File: config.mk
export PLATFORM = sky130hd
export DESIGN_NAME = flux_frame_sequencer
export DESIGN_NICKNAME = d
export VERILOG_FILES = /design/src/rtl/flux_seq_pkg.sv /design/src/rtl/flux_frame_sequencer_beat_gate.sv /design/src/rtl/flux_frame_sequencer.sv
export SDC_FILE = /design/constraint.sdc
export NUM_CORES = 1
export LEC_CHECK = 0
export CAP_MARGIN = 20
export CORE_MARGIN = 4
export CORE_UTILIZATION = 40
export CTS_CLUSTER_DIAMETER = 50
export DETAILED_ROUTE_END_ITERATION = 10
export GPL_ROUTABILITY_DRIVEN = 0
export HOLD_SLACK_MARGIN = 0.03
export PLACE_DENSITY_LB_ADDON = 0.2
export SETUP_SLACK_MARGIN = 0.05
export SKIP_LAST_GASP = 1
export SYNTH_ARGS = -nofsm -noshare
export SYNTH_HDL_FRONTEND = slang
export SYNTH_SLANG_ARGS = --single-unit
File: constraint.sdc
create_clock -name clk -period 3.3 [get_ports clk]
set_input_delay 0.66 -clock clk [delete_from_list [all_inputs] [get_ports clk]]
set_output_delay 0.66 -clock clk [all_outputs]
set_load 0.05 [all_outputs]
File: src/rtl/flux_seq_pkg.sv
// Shared types and defaults for the spectral flux frame sequencer.
//   seq_state_t : sequencer FSM states
//   bin_idx_t   : bin index at the default frame size
//   DEF_*       : default values for the top-level parameters
package flux_seq_pkg;

    localparam int DEF_BIN_LENGTH     = 10;
    localparam int DEF_DRAIN_CYCLES   = 3;
    localparam int DEF_RESULT_TIMEOUT = 15;

    typedef logic [DEF_BIN_LENGTH:0] bin_idx_t;

    typedef enum logic [2:0] {
        S_IDLE     = 3'd0,
        S_STREAM   = 3'd1,
        S_RESYNC   = 3'd2,
        S_DRAIN    = 3'd3,
        S_DONE     = 3'd4,
        S_WAIT_RES = 3'd5
    } seq_state_t;

endpackage

File: src/rtl/flux_frame_sequencer_beat_gate.sv
// Refractory gate on the flux beat decision.
//   clk, reset_n  : clock, asynchronous active-low reset
//   result_stb    : a flux result is consumed this cycle
//   timeout_stb   : the flux result for this frame never arrived
//   beat_valid    : raw beat decision, meaningful with result_stb
//   beat_out      : 1-cycle pulse for an accepted beat
//   beat_interval : frames since the previous accepted beat, held
module flux_frame_sequencer_beat_gate #(
    parameter int MIN_BEAT_GAP = 8,
    parameter int IW           = 8
) (
    input  logic          clk,
    input  logic          reset_n,
    input  logic          result_stb,
    input  logic          timeout_stb,
    input  logic          beat_valid,
    output logic          beat_out,
    output logic [IW-1:0] beat_interval
);

    logic [IW-1:0] frames_since_beat;

    function automatic logic [IW-1:0] sat_inc(input logic [IW-1:0] v);
        return (&v) ? v : v + 1'b1;
    endfunction

    // The count includes the frame carrying the beat, so the accepted
    // beat's frame restarts the count at 1, not 0.
    always_ff @(posedge clk or negedge reset_n) begin
        if (!reset_n) begin
            frames_since_beat <= '0;
            beat_out          <= 1'b0;
            beat_interval     <= '0;
        end else begin
            beat_out <= 1'b0;
            if (result_stb) begin
                if (beat_valid && (frames_since_beat >= IW'(MIN_BEAT_GAP))) begin
                    beat_out          <= 1'b1;
                    beat_interval     <= frames_since_beat;
                    frames_since_beat <= IW'(1);
                end else begin
                    frames_since_beat <= sat_inc(frames_since_beat);
                end
            end else if (timeout_stb) begin
                frames_since_beat <= sat_inc(frames_since_beat);
            end
        end
    end

endmodule

File: src/rtl/flux_frame_sequencer.sv
// Frame sequencer between the FFT magnitude stream and spectral_flux.
// Forwards one frame of N mag_sq bins with a bin index, drains the flux
// pipeline, pulses frame_done, waits for the flux result and gates beats.
//   clk, reset_n                     : clock, asynchronous active-low reset
//   enable                           : run/stop, sampled at frame boundaries
//   in_valid/in_ready/in_mag/in_last : upstream bin stream
//   mag_valid/mag_sq/bin_index       : registered bin stream to flux
//   frame_done                       : 1-cycle end-of-frame pulse to flux
//   flux_valid/beat_valid            : flux result
//   beat_out/beat_interval           : gated beat and its interval in frames
//   frame_count                      : completed frames (wraps)
//   busy                             : sequencer not idle
//   err_short/err_long/err_timeout   : sticky framing/result errors
module flux_frame_sequencer
    import flux_seq_pkg::*;
#(
    parameter int N              = 1024,
    parameter int W              = 32,
    parameter int BIN_LENGTH     = DEF_BIN_LENGTH,
    parameter int DRAIN_CYCLES   = DEF_DRAIN_CYCLES,
    parameter int RESULT_TIMEOUT = DEF_RESULT_TIMEOUT,
    parameter int MIN_BEAT_GAP   = 8,
    parameter int IW             = 8
) (
    input  logic                clk,
    input  logic                reset_n,
    input  logic                enable,
    input  logic                in_valid,
    output logic                in_ready,
    input  logic [W-1:0]        in_mag,
    input  logic                in_last,
    output logic                mag_valid,
    output logic [W-1:0]        mag_sq,
    output logic [BIN_LENGTH:0] bin_index,
    output logic                frame_done,
    input  logic                flux_valid,
    input  logic                beat_valid,
    output logic                beat_out,
    output logic [IW-1:0]       beat_interval,
    output logic [IW-1:0]       frame_count,
    output logic                busy,
    output logic                err_short,
    output logic                err_long,
    output logic                err_timeout
);

    localparam int BW = BIN_LENGTH + 1;
    localparam int DW = $clog2(DRAIN_CYCLES + 1);
    localparam int TW = $clog2(RESULT_TIMEOUT + 1);
    localparam logic [BW-1:0] LAST_BIN   = BW'(N - 1);
    localparam logic [DW-1:0] DRAIN_LAST = DW'(DRAIN_CYCLES - 1);
    localparam logic [TW-1:0] TIMER_LAST = TW'(RESULT_TIMEOUT - 1);

    seq_state_t    state;
    logic [BW-1:0] bin_cnt;
    logic [DW-1:0] drain_cnt;
    logic [TW-1:0] timer;
    logic          xfer;
    logic          result_stb;
    logic          timeout_stb;

    // in_ready is registered and high exactly in STREAM/RESYNC.
    assign xfer        = in_valid & in_ready;
    assign result_stb  = (state == S_WAIT_RES) && flux_valid;
    assign timeout_stb = (state == S_WAIT_RES) && !flux_valid && (timer == TIMER_LAST);

    always_ff @(posedge clk or negedge reset_n) begin
        if (!reset_n) begin
            state       <= S_IDLE;
            in_ready    <= 1'b0;
            busy        <= 1'b0;
            mag_valid   <= 1'b0;
            mag_sq      <= '0;
            bin_index   <= '0;
            bin_cnt     <= '0;
            frame_done  <= 1'b0;
            frame_count <= '0;
            err_short   <= 1'b0;
            err_long    <= 1'b0;
            err_timeout <= 1'b0;
            drain_cnt   <= '0;
            timer       <= '0;
        end else begin
            mag_valid  <= 1'b0;
            frame_done <= 1'b0;
            case (state)
                S_IDLE: begin
                    if (enable) begin
                        state    <= S_STREAM;
                        bin_cnt  <= '0;
                        in_ready <= 1'b1;
                        busy     <= 1'b1;
                    end
                end
                S_STREAM: begin
                    if (xfer) begin
                        mag_valid <= 1'b1;
                        mag_sq    <= in_mag;
                        bin_index <= bin_cnt;
                        bin_cnt   <= bin_cnt + 1'b1;
                        if (in_last) begin
                            // bin_cnt never exceeds LAST_BIN in STREAM
                            if (bin_cnt != LAST_BIN) begin
                                err_short <= 1'b1;
                            end
                            state     <= S_DRAIN;
                            in_ready  <= 1'b0;
                            drain_cnt <= '0;
                        end else if (bin_cnt == LAST_BIN) begin
                            err_long <= 1'b1;
                            state    <= S_RESYNC;
                        end
                    end
                end
                S_RESYNC: begin
                    // Overlong frame: swallow bins until the upstream marks the end.
                    if (xfer && in_last) begin
                        state     <= S_DRAIN;
                        in_ready  <= 1'b0;
                        drain_cnt <= '0;
                    end
                end
                S_DRAIN: begin
                    if (drain_cnt == DRAIN_LAST) begin
                        state <= S_DONE;
                    end else begin
                        drain_cnt <= drain_cnt + 1'b1;
                    end
                end
                S_DONE: begin
                    frame_done <= 1'b1;
                    state      <= S_WAIT_RES;
                    timer      <= '0;
                end
                S_WAIT_RES: begin
                    if (flux_valid || (timer == TIMER_LAST)) begin
                        if (flux_valid) begin
                            frame_count <= frame_count + 1'b1;
                        end else begin
                            err_timeout <= 1'b1;
                        end
                        if (enable) begin
                            state    <= S_STREAM;
                            bin_cnt  <= '0;
                            in_ready <= 1'b1;
                        end else begin
                            state <= S_IDLE;
                            busy  <= 1'b0;
                        end
                    end else begin
                        timer <= timer + 1'b1;
                    end
                end
                default: begin
                    state    <= S_IDLE;
                    in_ready <= 1'b0;
                    busy     <= 1'b0;
                end
            endcase
        end
    end

    flux_frame_sequencer_beat_gate #(
        .MIN_BEAT_GAP (MIN_BEAT_GAP),
        .IW           (IW)
    ) u_beat_gate (
        .clk           (clk),
        .reset_n       (reset_n),
        .result_stb    (result_stb),
        .timeout_stb   (timeout_stb),
        .beat_valid    (beat_valid),
        .beat_out      (beat_out),
        .beat_interval (beat_interval)
    );

endmodule

==> reports/summary.txt <==
status: completed
CP max FO: 27
Bufs and invs on worst path: 2
Clock Path Buffers: 2
Area contributors post-synth: dfrtp_1 (55%), nand2_1 (13%), ha_1 (2.0%)
Post-synth EDFFs: 0
period utilization: 72.35%
mapped cell area: 0.004307 mm2
flops & latches, synth: 95
DP Area: 0.005454 mm2
WL met2: 4487 um
final hold violations: 0
RSZ-0062 raised after global routing: no
Fin Setup TNS: 0 ns
Synth Net Count: 500
non-filler cells, final: 694
DRT Pass-1 Iters: 5
synth unique cells: 61
leakage power: 2.606 nW
io pins: 106
Area Overhead vs Synth: 31.46%
Comb power frac: 47.9%
ys flop type: dfrtp_1
Synth top area share: 55.20%
via count: 3597
pin count of the biggest net entering global routing: 49
count leader, synth: nand2_1
final wirelength: 9885 um
TritonCTS clock tree: built
WP data arrival: 2.69 ns
Final Setup Violations: 0
register area share after synthesis: 55.20%
chip height: 111.8 um
Worst Path Class, Setup: reg -> reg
Skew-Pair Late Insertion Delay: 0.36 ns
Setup crit end kind: flip-flop
first-pass GRT wire length: 16860 um
slowest stage cell, crit path: dfrtp_1
PostCTS Resize Cnt: 0
remaining global-route overflow: 0
Initial Utilization: 41.35%
start of the worst register-to-register path: state[0]
FP Rows: 37
final-stage net count: 599
Mapped Avg Cell Area: 9.486 um2
Worst Hold Class: in -> async
top sig layer: met4
crit-path cells: nor3b_2, nand2_1, inv_2, buf_4, nand2_1, nand2_1
ratio of cells with drive above 1 in the final layout: 5.556%
Slew HR: 47.03%
number of routed nets with antenna violations: 0
DR WL/cell: 14.24 um
critical path's most frequent cell: nand2_1
CTS root buf: clkbuf_8
VDD IR max: 0.4317 mV
Residual DRC: 0
antenna violations before repair: 0
total CTS buffers: 9
Reg power frac: 36.0%
Die Width: 111.8 um
top cells by count, synth: nand2_1 (153), dfrtp_1 (95), a21oi_1 (17), nand3_1 (15)
Sw Share: 45.77%
drt initial violations: 241
vias per inst: 5.183
R2R depth: 6
CP peak stage delay: 0.76 ns
clock network power share: 16.1%
vias in the first global route: 3535
cells after synthesis: 454
clock skew: 0.004763 ns
die area: 0.01249 mm2
max-cap check violation count: 0
Sink Count: 95
FMAX: 418.9 MHz
H-tree levels: 3
Critical Path RT: 3.60 ns
Core ar.: 0.01042 mm2
Synthesis Warnings: 0
R2R Setup Slk: 0.91 ns
IO Port Bufs: 105
ys async rst share: 100.0%
min cycle time layout: 2.387 ns
wire length on met1: 4605 um
Post-CTS Setup Repair Bufs: 0
Post-CTS Hold Buffers: 0
cell internal pwr: 2.692 mW
Reg clk slew, reported paths: 0.09 ns
Fillers: 968
Slew @ Worst Pin: 0.7885 ns
post-route cell area: 0.005662 mm2
ANT cells: 0
post-DP HPWL: 6848 um
Post-Place Cells: 678
capturing point of the worst reg2reg path: mag_sq[8]
Total Routing Usage GR: 16.24%
largest area contributor in the netlist: dfrtp_1
CP delay by family, top: simple AND/OR/NAND/NOR gates
P_sw: 2.272 mW
met3 WL post-DR: 629 um
final slew viol count: 0
pwr dens: 876.9 mW/mm2
type of origin of the critical path: flip-flop
final cells by class:
class,count,area [um2],area share (%)
Clock buffer,11,151.4,2.674
Clock inverter,5,56.30,0.9945
Inverter,13,48.80,0.8619
Multi-Input combinational cell,325,1779,31.43
Sequential cell,95,2377,41.99
Tap cell,136,170.2,3.006
Timing Repair Buffer,109,1079,19.05
cells by family after synthesis:
logic type | Yosys count | share of synthesized area [%]
muxes | 4 | 1.017
adders and majority gates | 7 | 2.034
and+or+nand+nor | 227 | 23.68
buffers and inverters | 34 | 3.486
xor gates and xnor gates | 10 | 2.034
DFF | 95 | 55.20
AOI/OAI and AO/OA | 77 | 12.55
worst max path at each step:
stage / startpoint / end / slack [ns] / cells after the start
after CTS: state[0] / mag_sq[8] / 0.93 / 6
final: state[0] / mag_sq[8] / 0.91 / 6
after global routing: state[0] / bin_index[10] / 0.73 / 6
after global placement: in_valid / bin_index[10] / 0.85 / 7
after detailed placement: in_valid / mag_sq[8] / 0.81 / 7
after floorplan: timer[0] / u_beat_gate.frames_since_beat[5] / 1.55 / 7
state kept, by name, indices dropped and copies added, names as in the netlist:
register / count
bin_index: 11
in_ready: 1
u_beat_gate.beat_out: 1
mag_sq: 32
frame_count: 8
mag_valid: 1
err_short: 1
timer: 4
err_timeout: 1
u_beat_gate.frames_since_beat: 8
busy: 1
bin_cnt: 11
err_long: 1
state: 3
drain_cnt: 2
frame_done: 1
u_beat_gate.beat_interval: 8
routing by layer:
layer  global-route usage [%]  vias up
met5                        0        -
met4                    6.002        0
met3                    3.967       15
met2                    25.86      107
met1                    21.56     1719
li1                         -     1756
cell usage in the layout (no fill, tap or decap), types with 7 or more instances in the layout:
cell	n
nand3_1	15
dfrtp_1	95
nor3_1	7
a21oi_1	17
ha_1	7
nand4_1	7
clkdlybuf4s50_1	104
nor2_1	12
inv_1	11
o21ai_0	12
nand2_1	153
clkbuf_8	11
xnor2_1	7
power by group through the flow:
stage               Combinational (mW)  Clock, mW  Sequential (mW)
floorplan                        0.849          0             2.57
global placement                  2.36          0             1.79
detailed placement                2.39          0             1.81
CTS                               2.40      0.825             1.79
global route                      2.57      0.870             1.85
finish                            2.38      0.800             1.79
stage by stage:
step	hold slack (ns)	power, mW	utilization, %	setup WS, ns
floorplan	0.3644	3.421	-	1.549
global placement	0.4446	4.153	52.36	0.8524
detailed placement	0.4460	4.202	52.36	0.8087
CTS	0.3056	5.015	54.35	0.9308
global route	0.3344	5.283	54.35	0.7289
finish	0.2951	4.965	54.35	0.9125
Note: power is estimated with default switching activity, not from simulation.
